==> config.mk <==
export PLATFORM = sky130hd
export DESIGN_NAME = mem_arbiter_flat
export DESIGN_NICKNAME = d
export VERILOG_FILES = /design/src/rtl/mem_arbiter_if.sv /design/src/rtl/mem_arbiter.sv /design/src/flat_wrapper.sv
export SDC_FILE = /design/constraint.sdc
export NUM_CORES = 1
export LEC_CHECK = 0
export CAP_MARGIN = 20
export CORE_ASPECT_RATIO = 0.7
export CORE_MARGIN = 1
export CORE_UTILIZATION = 46
export CTS_CLUSTER_DIAMETER = 30
export CTS_CLUSTER_SIZE = 14
export DETAILED_ROUTE_END_ITERATION = 8
export PLACE_DENSITY_LB_ADDON = 0.15
export SETUP_SLACK_MARGIN = 0.1
export SYNTH_ARGS = -nofsm -noshare
export SYNTH_HDL_FRONTEND = slang
export SYNTH_SLANG_ARGS = --single-unit
==> constraint.sdc <==
create_clock -name CLK -period 4.2 [get_ports CLK]
set_input_delay 0.84 -clock CLK [delete_from_list [all_inputs] [get_ports CLK]]
set_output_delay 0.84 -clock CLK [all_outputs]
set_load 0.01 [all_outputs]
==> src/rtl/mem_arbiter_if.sv <==
// mem_arbiter_if: pipeline-side request/hit signals and RAM-side strobes of mem_arbiter.
interface mem_arbiter_if;
    logic        iREN, dREN, dWEN, ihit, dhit, ramREN, ramWEN, ram_rdy;
    logic [31:0] iaddr, daddr, dstore, iload, dload, ramaddr, ramstore, ramload;
    modport slave (
        input  iREN, iaddr, dREN, dWEN, daddr, dstore, ramload, ram_rdy,
        output ihit, iload, dhit, dload, ramREN, ramWEN, ramaddr, ramstore
    );
    modport master (
        output iREN, iaddr, dREN, dWEN, daddr, dstore, ramload, ram_rdy,
        input  ihit, iload, dhit, dload, ramREN, ramWEN, ramaddr, ramstore
    );
endinterface

==> src/rtl/mem_arbiter.sv <==
// mem_arbiter: arbitrates fetch and data requests onto a single-ported RAM.
// Optional fetch anti-starvation is enabled by defining MEMARB_STARVE_EN.
module mem_arbiter #(
    parameter int STARVE_MAX = 4
) (
    input logic          CLK,
    input logic          nRST,
    mem_arbiter_if.slave bus
);
    typedef enum logic [1:0] {IDLE, DACC, IACC, DONE} state_t;
    state_t      state, next_state;
    logic        op_w, is_d, keep;
    logic [31:0] addr_q, store_q;
    logic        data_req, grant_d, grant_i, in_acc, finish, still_wanted;
    assign data_req = bus.dREN | bus.dWEN;
    assign in_acc   = (state == DACC) || (state == IACC);
    assign finish   = in_acc && bus.ram_rdy;
`ifdef MEMARB_STARVE_EN
    logic [3:0] starve;
    assign grant_i = (state == IDLE) && bus.iREN && (!data_req || starve == 4'(STARVE_MAX));
    always_ff @(posedge CLK or negedge nRST)
        if (!nRST)
            starve <= '0;
        else
            starve <= grant_i ? '0 : grant_d ? (bus.iREN ? starve + 4'd1 : '0) : starve;
`else
    logic unused_starve;
    assign unused_starve = (STARVE_MAX != 0);
    assign grant_i = (state == IDLE) && bus.iREN && !data_req;
`endif
    assign grant_d = (state == IDLE) && data_req && !grant_i;
    // A result is kept only if the requester still asks for the same thing at completion.
    assign still_wanted = (state == DACC) ? ((op_w ? bus.dWEN : bus.dREN) && bus.daddr == addr_q)
                                          : (bus.iREN && bus.iaddr == addr_q);
    always_ff @(posedge CLK or negedge nRST)
        if (!nRST)
            state <= IDLE;
        else
            state <= next_state;
    always_comb begin
        next_state = state;
        next_state = (state == IDLE) ? (grant_d ? DACC : grant_i ? IACC : IDLE) :
                     (state == DONE) ? IDLE :
                     finish          ? DONE : state;
    end
    always_ff @(posedge CLK or negedge nRST)
        if (!nRST) begin
            op_w     <= 1'b0;
            is_d     <= 1'b0;
            keep     <= 1'b0;
            addr_q   <= '0;
            store_q  <= '0;
            bus.iload <= '0;
            bus.dload <= '0;
        end else begin
            if (grant_d) begin
                op_w    <= bus.dWEN;
                is_d    <= 1'b1;
                addr_q  <= bus.daddr;
                store_q <= bus.dstore;
            end else if (grant_i) begin
                op_w   <= 1'b0;
                is_d   <= 1'b0;
                addr_q <= bus.iaddr;
            end
            if (finish)
                keep <= still_wanted;
            if (finish && still_wanted && !op_w && state == DACC)
                bus.dload <= bus.ramload;
            if (finish && still_wanted && state == IACC)
                bus.iload <= bus.ramload;
        end
    always_comb begin
        bus.ramREN   = (state == IACC) || (state == DACC && !op_w);
        bus.ramWEN   = (state == DACC) && op_w;
        bus.ramaddr  = in_acc ? addr_q : '0;
        bus.ramstore = (state == DACC && op_w) ? store_q : '0;
        bus.dhit     = (state == DONE) && keep && is_d;
        bus.ihit     = (state == DONE) && keep && !is_d;
    end
endmodule

==> src/flat_wrapper.sv <==
// flat-port wrapper written by rule: the top's interface ports become plain ports
module mem_arbiter_flat 
#(
    parameter int STARVE_MAX = 4
)
  (CLK, nRST, bus_iREN, bus_iaddr, bus_dREN, bus_dWEN, bus_daddr, bus_dstore, bus_ramload, bus_ram_rdy, bus_ihit, bus_iload, bus_dhit, bus_dload, bus_ramREN, bus_ramWEN, bus_ramaddr, bus_ramstore);
  mem_arbiter_if bus_i ();
  input logic CLK;
  input logic nRST;
  input wire logic [$bits(bus_i.iREN)-1:0] bus_iREN;
  input wire logic [$bits(bus_i.iaddr)-1:0] bus_iaddr;
  input wire logic [$bits(bus_i.dREN)-1:0] bus_dREN;
  input wire logic [$bits(bus_i.dWEN)-1:0] bus_dWEN;
  input wire logic [$bits(bus_i.daddr)-1:0] bus_daddr;
  input wire logic [$bits(bus_i.dstore)-1:0] bus_dstore;
  input wire logic [$bits(bus_i.ramload)-1:0] bus_ramload;
  input wire logic [$bits(bus_i.ram_rdy)-1:0] bus_ram_rdy;
  output wire logic [$bits(bus_i.ihit)-1:0] bus_ihit;
  output wire logic [$bits(bus_i.iload)-1:0] bus_iload;
  output wire logic [$bits(bus_i.dhit)-1:0] bus_dhit;
  output wire logic [$bits(bus_i.dload)-1:0] bus_dload;
  output wire logic [$bits(bus_i.ramREN)-1:0] bus_ramREN;
  output wire logic [$bits(bus_i.ramWEN)-1:0] bus_ramWEN;
  output wire logic [$bits(bus_i.ramaddr)-1:0] bus_ramaddr;
  output wire logic [$bits(bus_i.ramstore)-1:0] bus_ramstore;
  assign bus_i.iREN = bus_iREN;
  assign bus_i.iaddr = bus_iaddr;
  assign bus_i.dREN = bus_dREN;
  assign bus_i.dWEN = bus_dWEN;
  assign bus_i.daddr = bus_daddr;
  assign bus_i.dstore = bus_dstore;
  assign bus_i.ramload = bus_ramload;
  assign bus_i.ram_rdy = bus_ram_rdy;
  assign bus_ihit = bus_i.ihit;
  assign bus_iload = bus_i.iload;
  assign bus_dhit = bus_i.dhit;
  assign bus_dload = bus_i.dload;
  assign bus_ramREN = bus_i.ramREN;
  assign bus_ramWEN = bus_i.ramWEN;
  assign bus_ramaddr = bus_i.ramaddr;
  assign bus_ramstore = bus_i.ramstore;
  mem_arbiter #(.STARVE_MAX(STARVE_MAX)) u_core (.CLK(CLK), .nRST(nRST), .bus(bus_i));
endmodule
# After elaboration in Yosys (flattened, before gate mapping)
# Index checks and enable logic that the tools add are counted.
dict set report op_classes {
  reduce_logical 25
  n_bitwise 1
  eq_ne 5
  mux 14
}
# operator n
set ops {}
lappend ops {{$mux 32} 4}
lappend ops {{$eq 32x32->1} 2}
lappend ops {{$logic_and 1x1->1} 16}
lappend ops {{$mux 2} 5}
lappend ops {{$mux 1} 5}
lappend ops {{$eq 2x2->1 const B} 2}
lappend ops {{$logic_not 1->1} 4}
lappend ops {{$reduce_bool 3->1} 1}
lappend ops {{$eq 2x1->1 const B} 1}
lappend ops {{$logic_not 2->1} 1}
lappend ops {{$logic_or 1x1->1} 2}
lappend ops {{$reduce_bool 2->1} 1}
lappend ops {{$or 1x1->1} 1}
dict set report word_totals {
  register_bits 133
  elab_cells 53
  inputBits 134
}

# Logic depth before layout (Yosys ltp)
# Gate-level depths: netlist of run 1.
dict set report depth {
  word_depth 7
  ltp_mapped 10
}

# Worst setup path after synthesis of run 1
# OpenSTA, ideal clock, no wires.
dict set report synth_path {
  kind {in2reg}
  start {input bus_daddr[17]}
  end {register u_core.bus.dload[10]}
  setup_slack_ns 1.656
  required_ns 4.075
  path_buffers 2
  arrival_ns 2.419
  setup_time_ns 0.125
  stages 7
  path_cell_list {xor2_1 nor4_1 nand4_1 or4_1 buf_6 buf_12 mux2_4}
}
dict set report synth_between {
  elab_chain_cells 6
}
# item line
set synth_rtl {}
lappend synth_rtl {{start, declared} flat_wrapper.sv:14} ;# input wire logic [$bits(bus_i.daddr)-1:0] bus_daddr;
lappend synth_rtl {{$eq 32x32->1} mem_arbiter.sv:33} ;# assign still_wanted = (state == DACC) ? ((op_w ? bus.dWEN : bus.dREN) && bus.daddr == addr_q)
lappend synth_rtl {{$logic_and 1x1->1} mem_arbiter.sv:33}
lappend synth_rtl {{$mux 1} mem_arbiter.sv:33}
lappend synth_rtl {{$logic_and 1x1->1 (3 in a row)} mem_arbiter.sv:68} ;# if (finish && still_wanted && !op_w && state == DACC)
lappend synth_rtl {{end signal, assigned} mem_arbiter.sv:69} ;# bus.dload <= bus.ramload;
lappend synth_rtl {{end, declared} mem_arbiter_if.sv:7} ;# output ihit, iload, dhit, dload, ramREN, ramWEN, ramaddr, ramstore
# No other way between the ends.
# A chain may end at the register's enable or synchronous reset.

# Worst setup path in the final report of run 1
dict set report layout_path {
  start {input bus_daddr[31]}
  end {register u_core.bus.dload[0]}
}
# Same word-level chain as after synthesis.

==> results of run 1 <==
metal layers:
layer  share of wire (%)  GRT usage (%)
met3                 7.9           6.84
met2                  46           40.5
met4                 2.1           10.5
met1                  44           34.8
met5                   0              0
power breakdown:
part	internal (W)	switching, W	leakage, nW	total, W
clock network	0.000846	0.000627	0.287	0.00147
registers	0.00159	0.000324	1.74	0.00191
logic	0.00117	0.00107	2.74	0.00224
total	0.00361	0.00202	4.77	0.00563
final cells by class:
cell class / instances / share of cell area [%]
multi-input combinational: 436 / 31.7
clock inverter: 15 / 1.64
clock buffer: 17 / 4.20
timing repair buffer: 274 / 26.9
inverter: 10 / 0.370
sequential: 133 / 32.8
tap: 190 / 2.35
worst max-delay path, cell delays in order:
cell and delay (ps):
clkdlybuf4s50_1 460, xor2_1 170, nor4_1 470, nand4_1 170, or4_2 620, buf_4 340, mux2_1 390
synthesized netlist by cell type, drive strengths merged, types with 2 or more instances:
master	n	share of area, %
o221a	3	0.50
and2	33	3.1
nand3	3	0.22
nor3	4	0.37
xor2	14	1.8
nand2	110	6.1
o21ai	9	0.67
nand4	19	1.9
o22ai	2	0.19
a222oi	2	0.30
a221o	20	3.0
nor2	7	0.39
ha	4	0.74
a21oi	6	0.45
xnor2	38	5.2
mux2	65	13
inv	10	0.56
and3	53	4.9
nand2b	16	1.5
clkbuf	28	1.6
o21a	2	0.22
nand3b	4	0.45
mux2i	7	1.0
nor4	6	0.56
dfrtp	133	49
buf	8	1.4
registers in the layout (all words and copies together), names as in the netlist:
name              cells
u_core.keep           1
u_core.state          2
u_core.store_q       32
u_core.addr_q        32
u_core.bus.iload     32
u_core.is_d           1
u_core.op_w           1
u_core.bus.dload     32
through the flow:
stage               utilization [%]  instances
floorplan                         -        615
global placement               67.6       1042
detailed placement             67.6       1042
CTS                            71.8       1074
global route                   71.9       1075
finish                         71.9       1075
cells by family after synthesis:
family,share of synthesized area [%]
fa+ha+maj,0.742
compound gates,6.04
simple gates,19.7
buf+inv,3.56
mux,13.6
xor+xnor,6.97
flops,49.3
how the worst max path moves through the flow:
stage / from / end / slack (ps) / cells after the start
detailed placement: bus_daddr[31] / u_core.bus.dload[0] / 600 / 7
global route: bus_daddr[31] / u_core.bus.dload[0] / 900 / 7
floorplan: bus_daddr[17] / u_core.bus.dload[10] / 1660 / 7
CTS: u_core.state[1] / bus_ramREN / 580 / 5
finish: bus_daddr[31] / u_core.bus.dload[0] / 1000 / 7
global placement: bus_daddr[31] / u_core.bus.dload[0] / 630 / 7
layout by cell type (no fill, tap or decap), drive strengths merged, types with 6 or more instances in the layout:
cell type and count:
xnor2 38, nor4 6, nand2 110, a21oi 6, a221o 20, and3 53, clkdlybuf4s50 264, clkbuf 17
mux2i 7, inv 19, nor2 7, xor2 14, nand4 19, mux2 65, nand2b 16, buf 10
dfrtp 133, o21ai 9, and2 33
==> impl_results.md, run 1 <==
* Die width at 147 um
* Critical Path End Type: register
* Startpoint type of the worst setup path: primary input
* CTS max path bufs at 2
* CTS tree: done
* Slew Limit Fails at 0
* Endpoint, Worst Hold: u_core.store_q[6]
* Number of synthesized flops with an enable pin at 0
* CTS Sinks at 133
* Number of global-route vias before repair at approximately 5700
* Clk root buf: clkbuf_16
* Fraction of registers with async set/reset at 100%
* Pleak at approximately 4.8 nW
* Relative slew slack at between 20% and 30%
* RSZ-0062 raised after global routing: false
* Syn_area_per_cell at 11.0 sq um
* IO Pins at ~270
* CTS Hold Bufs at 0
* CP Max Fanout at 32
* #FFs+latches synth at 133
* Share of cells above drive strength 1 at roughly a tenth
* Worst VDD drop at ~350 uV
* Post-Syn Nets at 753
* Pre-CTS WS at 602 ps
* Placed cell area at approximately 9500 sq um
* Crit share post-route at 76.2%
* IO buf count at 265
* Synthesized area at 6750 sq um
* Maxcap violations at 0
* # resized after CTS at 0
* Register area at between 3000 and 4000 sq um
* PD cells at 555 nW/um^2
* HP Class: reg2reg
* Worst-margin pin slew at 1060 ps
* Fill cell count at 1018
* Synth unique cells at 44
* Final setup margin at 1000 ps
* Worst-path clk slew at about 60 ps
* Status: complete, no violations
* R2R Setup Slk at 1200 ps
* Prevailing post-synth register cell: dfrtp_1
* Sequential cell area fraction in the yosys report at 49.3%
* Fin area at 10100 sq um
* Post-Route WL at just under 20000 um
* Minimum clock period at roughly 3200 ps
* Routed vias/inst at 5.34
* Synth Instances at 615
* Total power at 0.00563 W
* CTS H-Tree Depth at 4
* Min-delay src: u_core.store_q[6]
* Setup CP Type: in2reg
* Final ANT Viol Nets at 0
* Post-layout nets at 1010
* Largest net degree at the start of global routing at 107
* Max Freq at around 310 MHz
* P&R area growth vs syn at 50.2%
* Via count at ~5700
* Die Height at 103 um
* Initial antenna violation count at 0
* Die area at 15200 sq um
* Cts bufs inserted at 17
* DRC violations left at 0
* R2R Path Start: u_core.op_w
* DR WL/cell at 18.1 um
* GPL Wtd Cong at slightly below 0.9
* DR iter-0 viols at 386
* Initial Util at 47.9%
* Reg2reg end: u_core.bus.dload[0]
* Placeable Area at 14100 sq um
* Iteration count of the initial detailed-routing pass at 5
* DP HPWL at about 14000 um
* Final setup vio count at 0
* Clock Latency Late Sink at 410 ps
* Worst Reg-to-Reg Cells at 7
* Grt ovf at 0
* Total track usage at between 20% and 30%
* Hold depth at 2
* Endpoints failing hold at 0
* Layout Skew at 12.2 ps
* Area of the multi-input gates at 3210 sq um
* N_diodes at 0
* WP data required at approximately 4500 ps
* Post-CTS setup buffers at 0
* Yosys warning count at 0
* Row cnt at 36
* First-pass GRT wire length at 30200 um
* Hold_ws at 469 ps
* Fin Setup TNS at 0 ps
* WP data arrival at between 3000 and 4000 ps
(Power assumes the default switching activity.)
==> inputs of run 2 (changes only) <==
--- a/config.mk
+++ b/config.mk
@@ -8,7 +8,7 @@
 export CAP_MARGIN = 20
 export CORE_ASPECT_RATIO = 0.7
 export CORE_MARGIN = 1
-export CORE_UTILIZATION = 46
+export CORE_UTILIZATION = 44
 export CTS_CLUSTER_DIAMETER = 30
 export CTS_CLUSTER_SIZE = 14
 export DETAILED_ROUTE_END_ITERATION = 8
==> constraint.sdc (replaced) <==
create_clock -name CLK -period 3.2 [get_ports CLK]
set_input_delay 0.64 -clock CLK [delete_from_list [all_inputs] [get_ports CLK]]
set_output_delay 0.64 -clock CLK [all_outputs]
set_load 0.01 [all_outputs]
==> run 2 against run 1 <==
Against the previous run: design area is 1.3% higher; highest routed layer unchanged; utilization is 2.6 points lower; non-clock buffer count is 11 higher; total power is 34% higher; critical endpoint is now bus_ramaddr[16]; critical path type is now reg2out; via count is 1.4% higher; largest power group unchanged; critical path depth is 2 lower; register-to-register slack worse by 600 ps; global-route usage is 0.20 points higher; clock-buffer cell count stayed put; sequential cell count stayed put.
==> impl_results.md, run 2 (synthesized netlist as in run 1, its figures left out) <==
* Startpoint type of the worst setup path: register
* CTS Sinks at 133 (unchanged)
* Met2 Usage GRT at 40.6% (+0.10 points)
* Clock Latency Late Sink at 420 ps (about the same)
* Critical Path End Type: primary output
* Routed vias/inst at 5.34 (about the same)
* Sw power at 0.00272 W (+34%)
* DR WL/cell at 18.8 um (+3.9%)
* Worst-margin pin slew at 810 ps (-250 ps)
* Clk root buf: clkbuf_16
* Number of global-route vias before repair at 5835 (+2.9%)
* Largest net degree at the start of global routing at 87 (-19%)
* Fin Setup TNS at 0 ps (unchanged)
* Maxcap violations at 0 (unchanged)
* WP data arrival at 2330 ps (-1160 ps)
* First-pass GRT wire length at 31600 um (+4.7%)
* Die Height at 106 um (+2.2%)
* Met3 usage at 6.97% (+0.13 points)
* Iteration count of the initial detailed-routing pass at 4 (-1)
* DR iter-0 viols at 402 (+4.1%)
* Setup CP Type: reg2out
* PD cells at 733 nW/um^2 (+32%)
* CTS max path bufs at 2 (unchanged)
* Sequential share of power at 32.9% (-1.1 points)
* Final ANT Viol Nets at 0 (unchanged)
* Most frequent cells in the layout: clkdlybuf4s50_1, dfrtp_1, nand2_1
* Register area at 3330 sq um (unchanged)
* Met1 usage at 35.8% (+0.99 points)
* Crit share post-route at 92.7%
* Fill cell count at 1083 (+6.4%)
* IO buf count at 265 (unchanged)
* Die width at 150 um (+2.2%)
* Row cnt at 37 (+2.8%)
* Internal at 0.00481 W (+33%)
* CP Max Fanout at 23 (-28%)
* Placeable Area at 14800 sq um (+5.1%)
* Relative slew slack at 46.0% (+17 points)
* RSZ-0062 raised after global routing: false
* Layer with the highest usage: met2
* Worst Reg-to-Reg Cells at 7 (unchanged)
* Slew Limit Fails at 0 (unchanged)
* Die area at 15800 sq um (+4.5%)
* Minimum clock period at 2970 ps
* Post-layout nets at 1021 (+1.1%)
* Endpoints failing hold at 0 (unchanged)
* Worst VDD drop at 395 uV (+12%)
* P&R area growth vs syn at 52.1%
* HP Class: in2async
* Total track usage at 26.2% (+0.20 points)
* Switching share of power at 36.1% (+0.17 points)
* Cts bufs inserted at 17 (unchanged)
* DP HPWL at 14800 um (+6.7%)
* Clk pwr share at 25.7% (-0.5 points)
* Combinational group share of total power at 41.3% (+1.5 points)
* GPL Wtd Cong at 0.853 (-2.4%)
* Initial Util at 45.5% (-2.3 points)
* Max Freq at 337 MHz
* Via count at 5825 (+1.4%)
* CTS H-Tree Depth at 4 (unchanged)
* Post-Route WL at 20500 um (+5.4%)
* Layout Skew at 9.02 ps (-3.14 ps)
* Final Util at 69.3% (-2.6 points)
* CTS Hold Bufs at 0 (unchanged)
* Grt ovf at 0 (unchanged)
* CTS tree: done
* IO Pins at 266 (unchanged)
* Area of the multi-input gates at 3210 sq um (about the same)
* N_diodes at 0 (unchanged)
* Worst-path clk slew at 60 ps (about the same)
* Status: complete, no violations
* Initial antenna violation count at 0 (unchanged)
* DRC violations left at 0 (unchanged)
* Share of cells above drive strength 1 at 10.9% (+1.2 points)
* Pleak at 4.83 nW (+1.3%)
* WP data required at 2560 ps (-1930 ps)
* Final setup vio count at 0 (unchanged)
* Commonest non-fill, non-tap cell in the layout: clkdlybuf4s50_1
## run 2: cell count changes in the layout (fill, tap and decap cells not counted)
cell and delta:
buf_12 +4, buf_4 +8, buf_8 -1, clkinv_2 -1
clkinvlp_4 +1, ha_1 -1, ha_2 +1, inv_6 +2
inv_8 -2
## run 2: final cells by class
cell class / count / area share [%]
flip-flops and latches: 133 / 32.4
multi-input cells: 436 / 31.3
repair buffers: 285 / 27.8
clock buffers: 17 / 4.14
well taps: 195 / 2.38
clock inverters: 15 / 1.60
inverters: 10 / 0.366
## run 2: worst max-delay path, stage by stage (launching register included)
cell,delay [ps]
dfrtp_1,390
inv_1,90
ha_2,500
buf_12,200
and2_1,180
clkdlybuf4s50_1,550
## run 2: layer usage
metal	up-vias	wire length (um)
li1	2678	-
met2	275	9420
met4	0	276
met3	21	1790
met5	-	0
met1	2851	8970
## run 2: final timing paths
| check | slack, ps | startpoint | end |
|---|---|---|---|
| min reg2reg | 470 | u_core.store_q[30] | u_core.store_q[30] |
| max reg2reg | 600 | u_core.addr_q[25] | u_core.bus.dload[31] |
| max in group asynchronous | 2110 | nRST | u_core.store_q[21] |
| min in group CLK | 470 | u_core.store_q[30] | u_core.store_q[30] |
| min | 300 | nRST | u_core.bus.iload[14] |
| max | 230 | u_core.state[1] | bus_ramaddr[16] |
## run 2: power by group through the flow
| stage | combinational (W) | sequential, W | clock (W) |
|---|---|---|---|
| 2_1_floorplan | 0.00169 | 0.00238 | 0 |
| 3_3_place_gp | 0.00302 | 0.00246 | 0 |
| 3_5_place_dp | 0.00308 | 0.00249 | 0 |
| 4_1_cts | 0.00310 | 0.00247 | 0.00198 |
| 5_1_grt | 0.00335 | 0.00253 | 0.00206 |
| 6_report | 0.00311 | 0.00248 | 0.00194 |
## run 2: stage by stage
| step | total power (W) | std cells | setup WS, ps | area, sq um | hold WS [ps] |
|---|---|---|---|---|---|
| after floorplan | 0.00407 | 615 | 856 | 6750 | 344 |
| after global placement | 0.00548 | 1059 | 2.85 | 9670 | 450 |
| after detailed placement | 0.00557 | 1059 | -49.4 | 9670 | 459 |
| after CTS | 0.00755 | 1091 | 125 | 10300 | 317 |
| after global routing | 0.00794 | 1091 | 134 | 10300 | 335 |
| final | 0.00753 | 1091 | 233 | 10300 | 295 |
## run 2: what timing repair did
| item | 4_1_cts | 5_1_grt |
|---|---|---|
| endpoints found under the setup margin | 0 | 10 |
| gates resized for setup | 0 | 1 |
| buffers inserted | 0 | 0 |
